<file path="src/rtl/word32_8bits_pkg.sv">
// Shared widths, constants and the byte-lane selector for the 32-bit to 8-bit serializer.
package word32_8bits_pkg;

  localparam int BYTE_W         = 8;
  localparam int WORD_W         = 32;
  localparam int BYTES_PER_WORD = 4;
  localparam int CNT_W          = 2;

  localparam logic [BYTE_W-1:0] IDLE_DATA_DFLT = 8'h00;
  localparam logic [CNT_W-1:0]  CNT_FIRST      = 2'd0;
  localparam logic [CNT_W-1:0]  CNT_ONE        = 2'd1;
  localparam logic [CNT_W-1:0]  CNT_LAST       = 2'd3;

  // Byte k of a word in transmit order; MSB-first walks lanes 3,2,1,0.
  function automatic logic [BYTE_W-1:0] pick_byte(input logic [WORD_W-1:0] word,
                                                  input logic [CNT_W-1:0]  idx,
                                                  input logic              msb_first);
    logic [CNT_W-1:0] lane;
    lane = msb_first ? (CNT_LAST - idx) : idx;
    return word[{lane, 3'b000} +: BYTE_W];
  endfunction

endpackage

</file>
<file path="src/rtl/word32_8bits_shift.sv">
// Shift stage: owns the word being transmitted, the byte index and the registered byte outputs.
module word32_8bits_shift
  import word32_8bits_pkg::*;
#(
  parameter logic              MSB_FIRST = 1'b1,
  parameter logic [BYTE_W-1:0] IDLE_DATA = IDLE_DATA_DFLT
) (
  input  logic              clk_4f,
  input  logic              reset,
  input  logic              load_i,
  input  logic [WORD_W-1:0] load_word_i,
  output logic              busy_o,
  output logic              last_o,
  output logic              valid_o,
  output logic [BYTE_W-1:0] data_o,
  output logic              sof_o
);

  logic [WORD_W-1:0] sr_q, sr_d;
  logic [CNT_W-1:0]  cnt_q, cnt_d;
  logic              busy_q, busy_d;
  logic              valid_q, valid_d;
  logic [BYTE_W-1:0] data_q, data_d;
  logic              sof_q, sof_d;

  // Next byte selection, index advance and reload on the final byte.
  always_comb begin
    sr_d    = sr_q;
    cnt_d   = cnt_q;
    busy_d  = busy_q;
    valid_d = 1'b0;
    data_d  = IDLE_DATA;
    sof_d   = 1'b0;
    if (busy_q) begin
      valid_d = 1'b1;
      data_d  = pick_byte(sr_q, cnt_q, MSB_FIRST);
      sof_d   = (cnt_q == CNT_FIRST);
      if (cnt_q == CNT_LAST) begin
        cnt_d = CNT_FIRST;
        if (load_i) begin
          sr_d   = load_word_i;
          busy_d = 1'b1;
        end else begin
          busy_d = 1'b0;
        end
      end else begin
        cnt_d = cnt_q + CNT_ONE;
      end
    end else begin
      cnt_d = CNT_FIRST;
      if (load_i) begin
        sr_d   = load_word_i;
        busy_d = 1'b1;
      end else begin
        busy_d = 1'b0;
      end
    end
  end

  // Serializer state and output registers.
  always_ff @(posedge clk_4f or negedge reset) begin
    if (!reset) begin
      sr_q    <= {WORD_W{1'b0}};
      cnt_q   <= CNT_FIRST;
      busy_q  <= 1'b0;
      valid_q <= 1'b0;
      data_q  <= IDLE_DATA;
      sof_q   <= 1'b0;
    end else begin
      sr_q    <= sr_d;
      cnt_q   <= cnt_d;
      busy_q  <= busy_d;
      valid_q <= valid_d;
      data_q  <= data_d;
      sof_q   <= sof_d;
    end
  end

  assign busy_o  = busy_q;
  assign last_o  = busy_q & (cnt_q == CNT_LAST);
  assign valid_o = valid_q;
  assign data_o  = data_q;
  assign sof_o   = sof_q;

endmodule

</file>
<file path="src/rtl/word32_8bits.sv">
// 32-bit word to byte-stream converter: a holding register with valid/ready intake feeding the shift stage.
module word32_8bits
  import word32_8bits_pkg::*;
#(
  parameter logic              MSB_FIRST = 1'b1,
  parameter logic [BYTE_W-1:0] IDLE_DATA = IDLE_DATA_DFLT
) (
  input  logic              clk_4f,
  input  logic              reset,
  input  logic              valid_in,
  input  logic [WORD_W-1:0] Data_in,
  output logic              ready_in,
  output logic              valid_out,
  output logic [BYTE_W-1:0] data_out,
  output logic              sof_out
);

  logic [WORD_W-1:0] hr_q, hr_d;
  logic              hold_full_q, hold_full_d;
  logic              accept_s;
  logic              load_s;
  logic              busy_s;
  logic              last_s;

  // Loading needs a full holding register and accepting needs an empty one, so they never coincide.
  assign accept_s = valid_in & ~hold_full_q;
  assign load_s   = hold_full_q & (~busy_s | last_s);
  assign ready_in = ~hold_full_q;

  // Holding register fill on accept, drain on transfer to the shift stage.
  always_comb begin
    hr_d        = hr_q;
    hold_full_d = hold_full_q;
    if (load_s) begin
      hold_full_d = 1'b0;
    end else if (accept_s) begin
      hr_d        = Data_in;
      hold_full_d = 1'b1;
    end else begin
      hold_full_d = hold_full_q;
    end
  end

  // Holding register state.
  always_ff @(posedge clk_4f or negedge reset) begin
    if (!reset) begin
      hr_q        <= {WORD_W{1'b0}};
      hold_full_q <= 1'b0;
    end else begin
      hr_q        <= hr_d;
      hold_full_q <= hold_full_d;
    end
  end

  word32_8bits_shift #(
    .MSB_FIRST(MSB_FIRST),
    .IDLE_DATA(IDLE_DATA)
  ) u_shift (
    .clk_4f     (clk_4f),
    .reset      (reset),
    .load_i     (load_s),
    .load_word_i(hr_q),
    .busy_o     (busy_s),
    .last_o     (last_s),
    .valid_o    (valid_out),
    .data_o     (data_out),
    .sof_o      (sof_out)
  );

endmodule
</file>
<file path="config.mk">
export PLATFORM = sky130hd
export DESIGN_NAME = word32_8bits
export DESIGN_NICKNAME = d
export VERILOG_FILES = /design/src/rtl/word32_8bits_pkg.sv /design/src/rtl/word32_8bits_shift.sv /design/src/rtl/word32_8bits.sv
export SDC_FILE = /design/constraint.sdc
export NUM_CORES = 1
export LEC_CHECK = 0
export BUFFER_PORTS_ARGS = -buffer_cell sky130_fd_sc_hd__buf_4
export CAP_MARGIN = 20
export CORE_UTILIZATION = 45
export CTS_BUF_LIST = sky130_fd_sc_hd__clkbuf_8
export DETAILED_ROUTE_END_ITERATION = 10
export GPL_ROUTABILITY_DRIVEN = 0
export GPL_TIMING_DRIVEN = 0
export PLACE_DENSITY = 0.65
export SETUP_SLACK_MARGIN = 0.2
export SLEW_MARGIN = 20
export SYNTH_ARGS = -nofsm -noshare
export SYNTH_HDL_FRONTEND = slang
export SYNTH_SLANG_ARGS = --single-unit
</file>
<file path="constraint.sdc">
create_clock -name clk_4f -period 1.9 [get_ports clk_4f]
set_input_delay 0 -clock clk_4f [delete_from_list [all_inputs] [get_ports clk_4f]]
set_output_delay 0 -clock clk_4f [all_outputs]
set_load 0.005 [all_outputs]
</file>
### Word level (Yosys, flattened, before mapping)

Cells that the tools add are included.

* flip-flop bits (word level): 78
* input bits: 35
* word-level logic and storage cells: 36
* output and inout bits: 11

* shift-type cells: 1
* equality and inequality tests: 2
* add/subtract/negate cells: 2
* reductions and logical operators: 3
* bitwise gates (word level): 7
* mux-type cells: 13

Operators with widths (count)
* two-way mux 32 bit: 3
* variable part select 32 x 6 -> 8 bit: 1
* two-way mux 8 bit: 1
* two-way mux 1 bit: 7
* two-way mux 2 bit: 2
* bitwise AND 1 bit: 3
* NOT 1 bit: 3
* adder 2 x 1 -> 2 bit, second input constant: 1
* == test 2 bit, second input constant: 1
* zero test 2 bit: 1
* != test 2 bit, second input constant: 1
* AND reduction 2 bit: 1
* nonzero test 2 bit: 1
* subtractor 2 bit, first input constant: 1
* bitwise OR 1 bit: 1

### Longest topological paths before layout

* depth in word-level cells: 7
* gate-level depth with buffers: 5
* mapped depth without buffers: 4

### Cells and area by module

A second synthesis with hierarchy kept.

* cell total of the unflattened synthesis: 195
* area total of the unflattened synthesis: 3367.0 µm²

Modules (own cells, without submodules)
* word32_8bits_shift: area each 1999.4 µm², cells each 121, instances 1
* word32_8bits: area each 1367.6 µm², cells each 74, instances 1

### Worst setup path before layout

OpenSTA, ideal clock, no wires.

* kind: register to register
* from: register u_shift.cnt_q[0]
* to: register u_shift.sr_q[10]
* setup slack: 0.421 ns
* arrival time: 1.354 ns
* setup time: 0.125 ns
* path buffers: 1
* stages on the path, launching flop included: 6
* clock period less this slack: 1.479 ns
* cell sequence: dfrtp_1 ha_1 nand2b_2 nand2_2 clkbuf_8 mux2_2

* cells in the longest elaborated chain, start to end: 7

RTL lines
* from (decl): line word32_8bits_shift.sv:20 `logic [CNT_W-1:0] cnt_q, cnt_d;`
* from (signal assigned): line word32_8bits_shift.sv:71 `cnt_q <= cnt_d;`
* == test 2 bit (*): line word32_8bits_shift.sv:38, word32_8bits_shift.sv:80
* bitwise AND 1 bit: line word32_8bits_shift.sv:80 `assign last_o = busy_q & (cnt_q == CNT_LAST);`
* bitwise OR 1 bit: line word32_8bits.sv:27 `assign load_s = hold_full_q & (~busy_s | last_s);`
* bitwise AND 1 bit: line word32_8bits.sv:27
* two-way mux 32 bit (3 in a row)
* to (signal assigned): line word32_8bits_shift.sv:63 `sr_q <= {WORD_W{1'b0}};`
* to (signal assigned): line word32_8bits_shift.sv:70 `sr_q <= sr_d;`
* to (decl): line word32_8bits_shift.sv:19 `logic [WORD_W-1:0] sr_q, sr_d;`

Mark *: on every way between the ends. The rest lies on a longest branch, timed or not. The select of a mux whose other input is x is not followed.
A chain may end at the register's enable or synchronous reset.

### Worst setup path after layout

* from: register u_shift.cnt_q[1]
* to: register u_shift.sr_q[24]

The elaborated chain is that of the path after synthesis.

==> results.md <==
* Status: completed
* Total track usage at 17.28%
* Synth async-reset ratio at 100.0%
* CTS H-tree lvls at 3
* Reg2reg end: u_shift.sr_q[24]
* Post-synth net total at 227
* WS Path Type: flop to flop
* WHS at 0.3515 ns
* Actual slew at the worst max-slew pin at 0.9388 ns
* Core Util, Final at 62.22%
* EDFF count, synth at 0
* RSZ-0062 raised after global routing: no
* Most frequent cells after synthesis: dfrtp_1 (78), mux2_2 (56), mux2i_1 (16), mux2_4 (8), o22ai_1 (8)
* GRT overflow at 0
* Worst skew pair latency at 0.34 ns
* Initial antenna violation count at 0
* Post-Synthesis Cells at 190
* Synth warnings at 0
* CTS tree: built
* Clock buffer count from CTS at 9
* Setup Skew at 0.005251 ns
* Final min period at 1.580 ns
* Static leakage power at 1.864 nW
* Final wirelength at 5430 um
* Reg-to-Reg Start: u_shift.cnt_q[1]
* DRC at 0
* Maximum clock rate at 0.6328 GHz
* Core outline area at 6495 um2
* Die X-Extent at 85.09 um
* Flops & latches, synth at 78
* Final nets at 317
* Starting Density at 47.83%
* DR pass1 iterations at 5
* Placement Setup Slack at 0.2670 ns
* FP Rows at 29
* Post-synthesis xor/xnor area fraction at 0%
* I/O pin total at 46
* Worst-path fanout max at 10
* Post-CTS setup buffers at 0
* CP peak stage delay at 0.40 ns
* Max-slew violations at 0
* # Max-Cap Violations at 0
* Crit path capture type: flop
* Setup_tns at 0 ns
* Synth Area in Compound Gates at 1.853%
* Vias per cell at 4.906
* Main combinational cell family by area after synthesis: multiplexers
* 1st-iter DRT viols at 62
* Top post-synthesis cells by area: dfrtp_1 (63%), mux2_2 (20%), mux2i_1 (5.2%)
* Post-DP HPWL at 3485 um
* Synthesis-to-layout area growth at 30.08%
* Pin count of the biggest net entering global routing at 79
* Simple-Gate Fraction of Synth Area at 1.651%
* Final cycle utilization of the critical path at 83.17%
* Top cell type's share of synthesized area at 62.83%
* CTS Buffer Depth at 2
* CP required at 2.13 ns
* Pwr Density at 1592 nW/um2
* CP Launch Type: flop
* Layout cell share with drive strength beyond 1 at 47.35%
* N_diodes at 0
* Vias in the first global route at 1,861
* Post-synthesis adder-cell area fraction at 0.8055%
* Clock-pin slew on the worst setup and hold paths at 0.07 ns
* Register area share after synthesis at 62.83%
* Routed Antenna Nets at 0
* WL per Instance at 15.08 um
* Slew margin rel. at 37.41%
* Hold WC Path Type: primary input to asynchronous set/reset pin
* Hold Fails Final Rpt at 0
* Critical path data arrival time at 1.81 ns
* IO Port Bufs at 45
* Ys flop type: dfrtp_1
* Avg Cell Area, Syn at 16.35 um2
* Final setup vio count at 0
* Count leader, synth: dfrtp_1
* Synthesized cell area at 3107 um2
* Multiplexer share of the synthesized area at 29.32%
* Clock root buffer: clkbuf_8
* R2R depth at 5
* Detailed-route via count at 1,766
* Die outline height at 85.09 um
* PnR worst setup slack at 0.3197 ns
* Yosys cell types at 17
* Synth area leader: dfrtp_1
* TritonCTS sink count at 78
* First-pass GRT wire length at 9128 um
* Slowest-stage cell, CP: dfrtp_1
* CP cell instances: ha_1 > nand2b_2 > nand2_4 > clkbuf_8 > mux2_2
* Die Area at 7240 um2
* Peak VDD IR at 701.6 uV
* Worst reg2reg setup slack at 0.32 ns
layout make-up:
type,instances,area (um2)
timing repair buffer,79,678.2
inverter,3,11.26
buffer,9,98.84
clock inverter,4,17.52
clock buffer,10,137.6
tap,77,96.34
sequential,78,1952
fill,496,2454
multi-input combinational,100,1050
registers in the layout, indices dropped and copies added, names as in the netlist:
register / cells
u_shift.sr_q: 32
u_shift.data_o: 8
u_shift.sof_o: 1
hold_full_q: 1
u_shift.busy_o: 1
u_shift.valid_o: 1
u_shift.cnt_q: 2
hr_q: 32
worst max-delay path by stage:
stage	depth (start not counted)	start	slack, ns	endpoint
2_1_floorplan	5	u_shift.cnt_q[0]	0.42	u_shift.sr_q[10]
3_3_place_gp	5	u_shift.cnt_q[1]	0.27	u_shift.sr_q[29]
3_5_place_dp	5	u_shift.cnt_q[1]	0.27	u_shift.sr_q[23]
4_1_cts	5	u_shift.cnt_q[1]	0.25	u_shift.sr_q[24]
5_1_grt	5	u_shift.cnt_q[1]	0.25	u_shift.sr_q[29]
6_report	5	u_shift.cnt_q[1]	0.32	u_shift.sr_q[24]
worst max-delay path: cells and delay by family (launching register included):
kind | cells | cell delay (ns)
multiplexers | 1 | 0.34
flip-flops | 1 | 0.40
adder cells (fa/ha/maj) | 1 | 0.17
AND/OR/NAND/NOR | 2 | 0.35
buffers and inverters | 1 | 0.21
cell families after synthesis:
logic type      count (synthesis)
simple gates                    9
mux                            80
fa+ha+maj                       2
flops                          78
compound gates                  9
buf+inv                        12
metrics by stage:
step | power [mW] | instance area (um2) | std cells
final | 6.436 | 4041 | 360
after global routing | 6.872 | 4041 | 360
after CTS | 6.509 | 4036 | 360
after detailed placement | 5.428 | 3541 | 312
after global placement | 5.353 | 3541 | 312
after floorplan | 4.700 | 3107 | 190
cells in the final DEF (no fill, tap or decap), types with 2 or more instances in the layout:
master         Yosys  layout
buf_6              5       5
and2_2             2       2
mux2i_1           16      16
mux2_4             8       8
mux2_2            56      56
buf_4              2      47
inv_1              3       5
nand2_1            3       3
dfrtp_1           78      78
clkbuf_8           2      12
ha_1               2       2
clkinv_2           0       2
dlygate4sd3_1      0      34
o22ai_1            8       8
routing by layer:
| metal | share of wire (%) | vias to the layer above | track usage (%) |
|---|---|---|---|
| li1 | - | 849 | - |
| met3 | 4.7 | 6 | 5.837 |
| met5 | 0 | - | 0 |
| met2 | 50 | 40 | 28.81 |
| met4 | 1.2 | 0 | 5.547 |
| met1 | 44 | 871 | 21.25 |
repair_timing:
item                                    in CTS  in global routing
resized for setup                            0                  1
hold buffers                                34                  0
endpoints found under the setup margin       0                 10
hold endpoints to repair                   111                  0
power by group:
group	leakage [nW]	switching (mW)	internal, mW
sequential	0.917	0.413	2.53
combinational	0.856	0.948	1.53
clock	0.0904	0.536	0.481
Note: power is estimated with default switching activity, not from simulation.
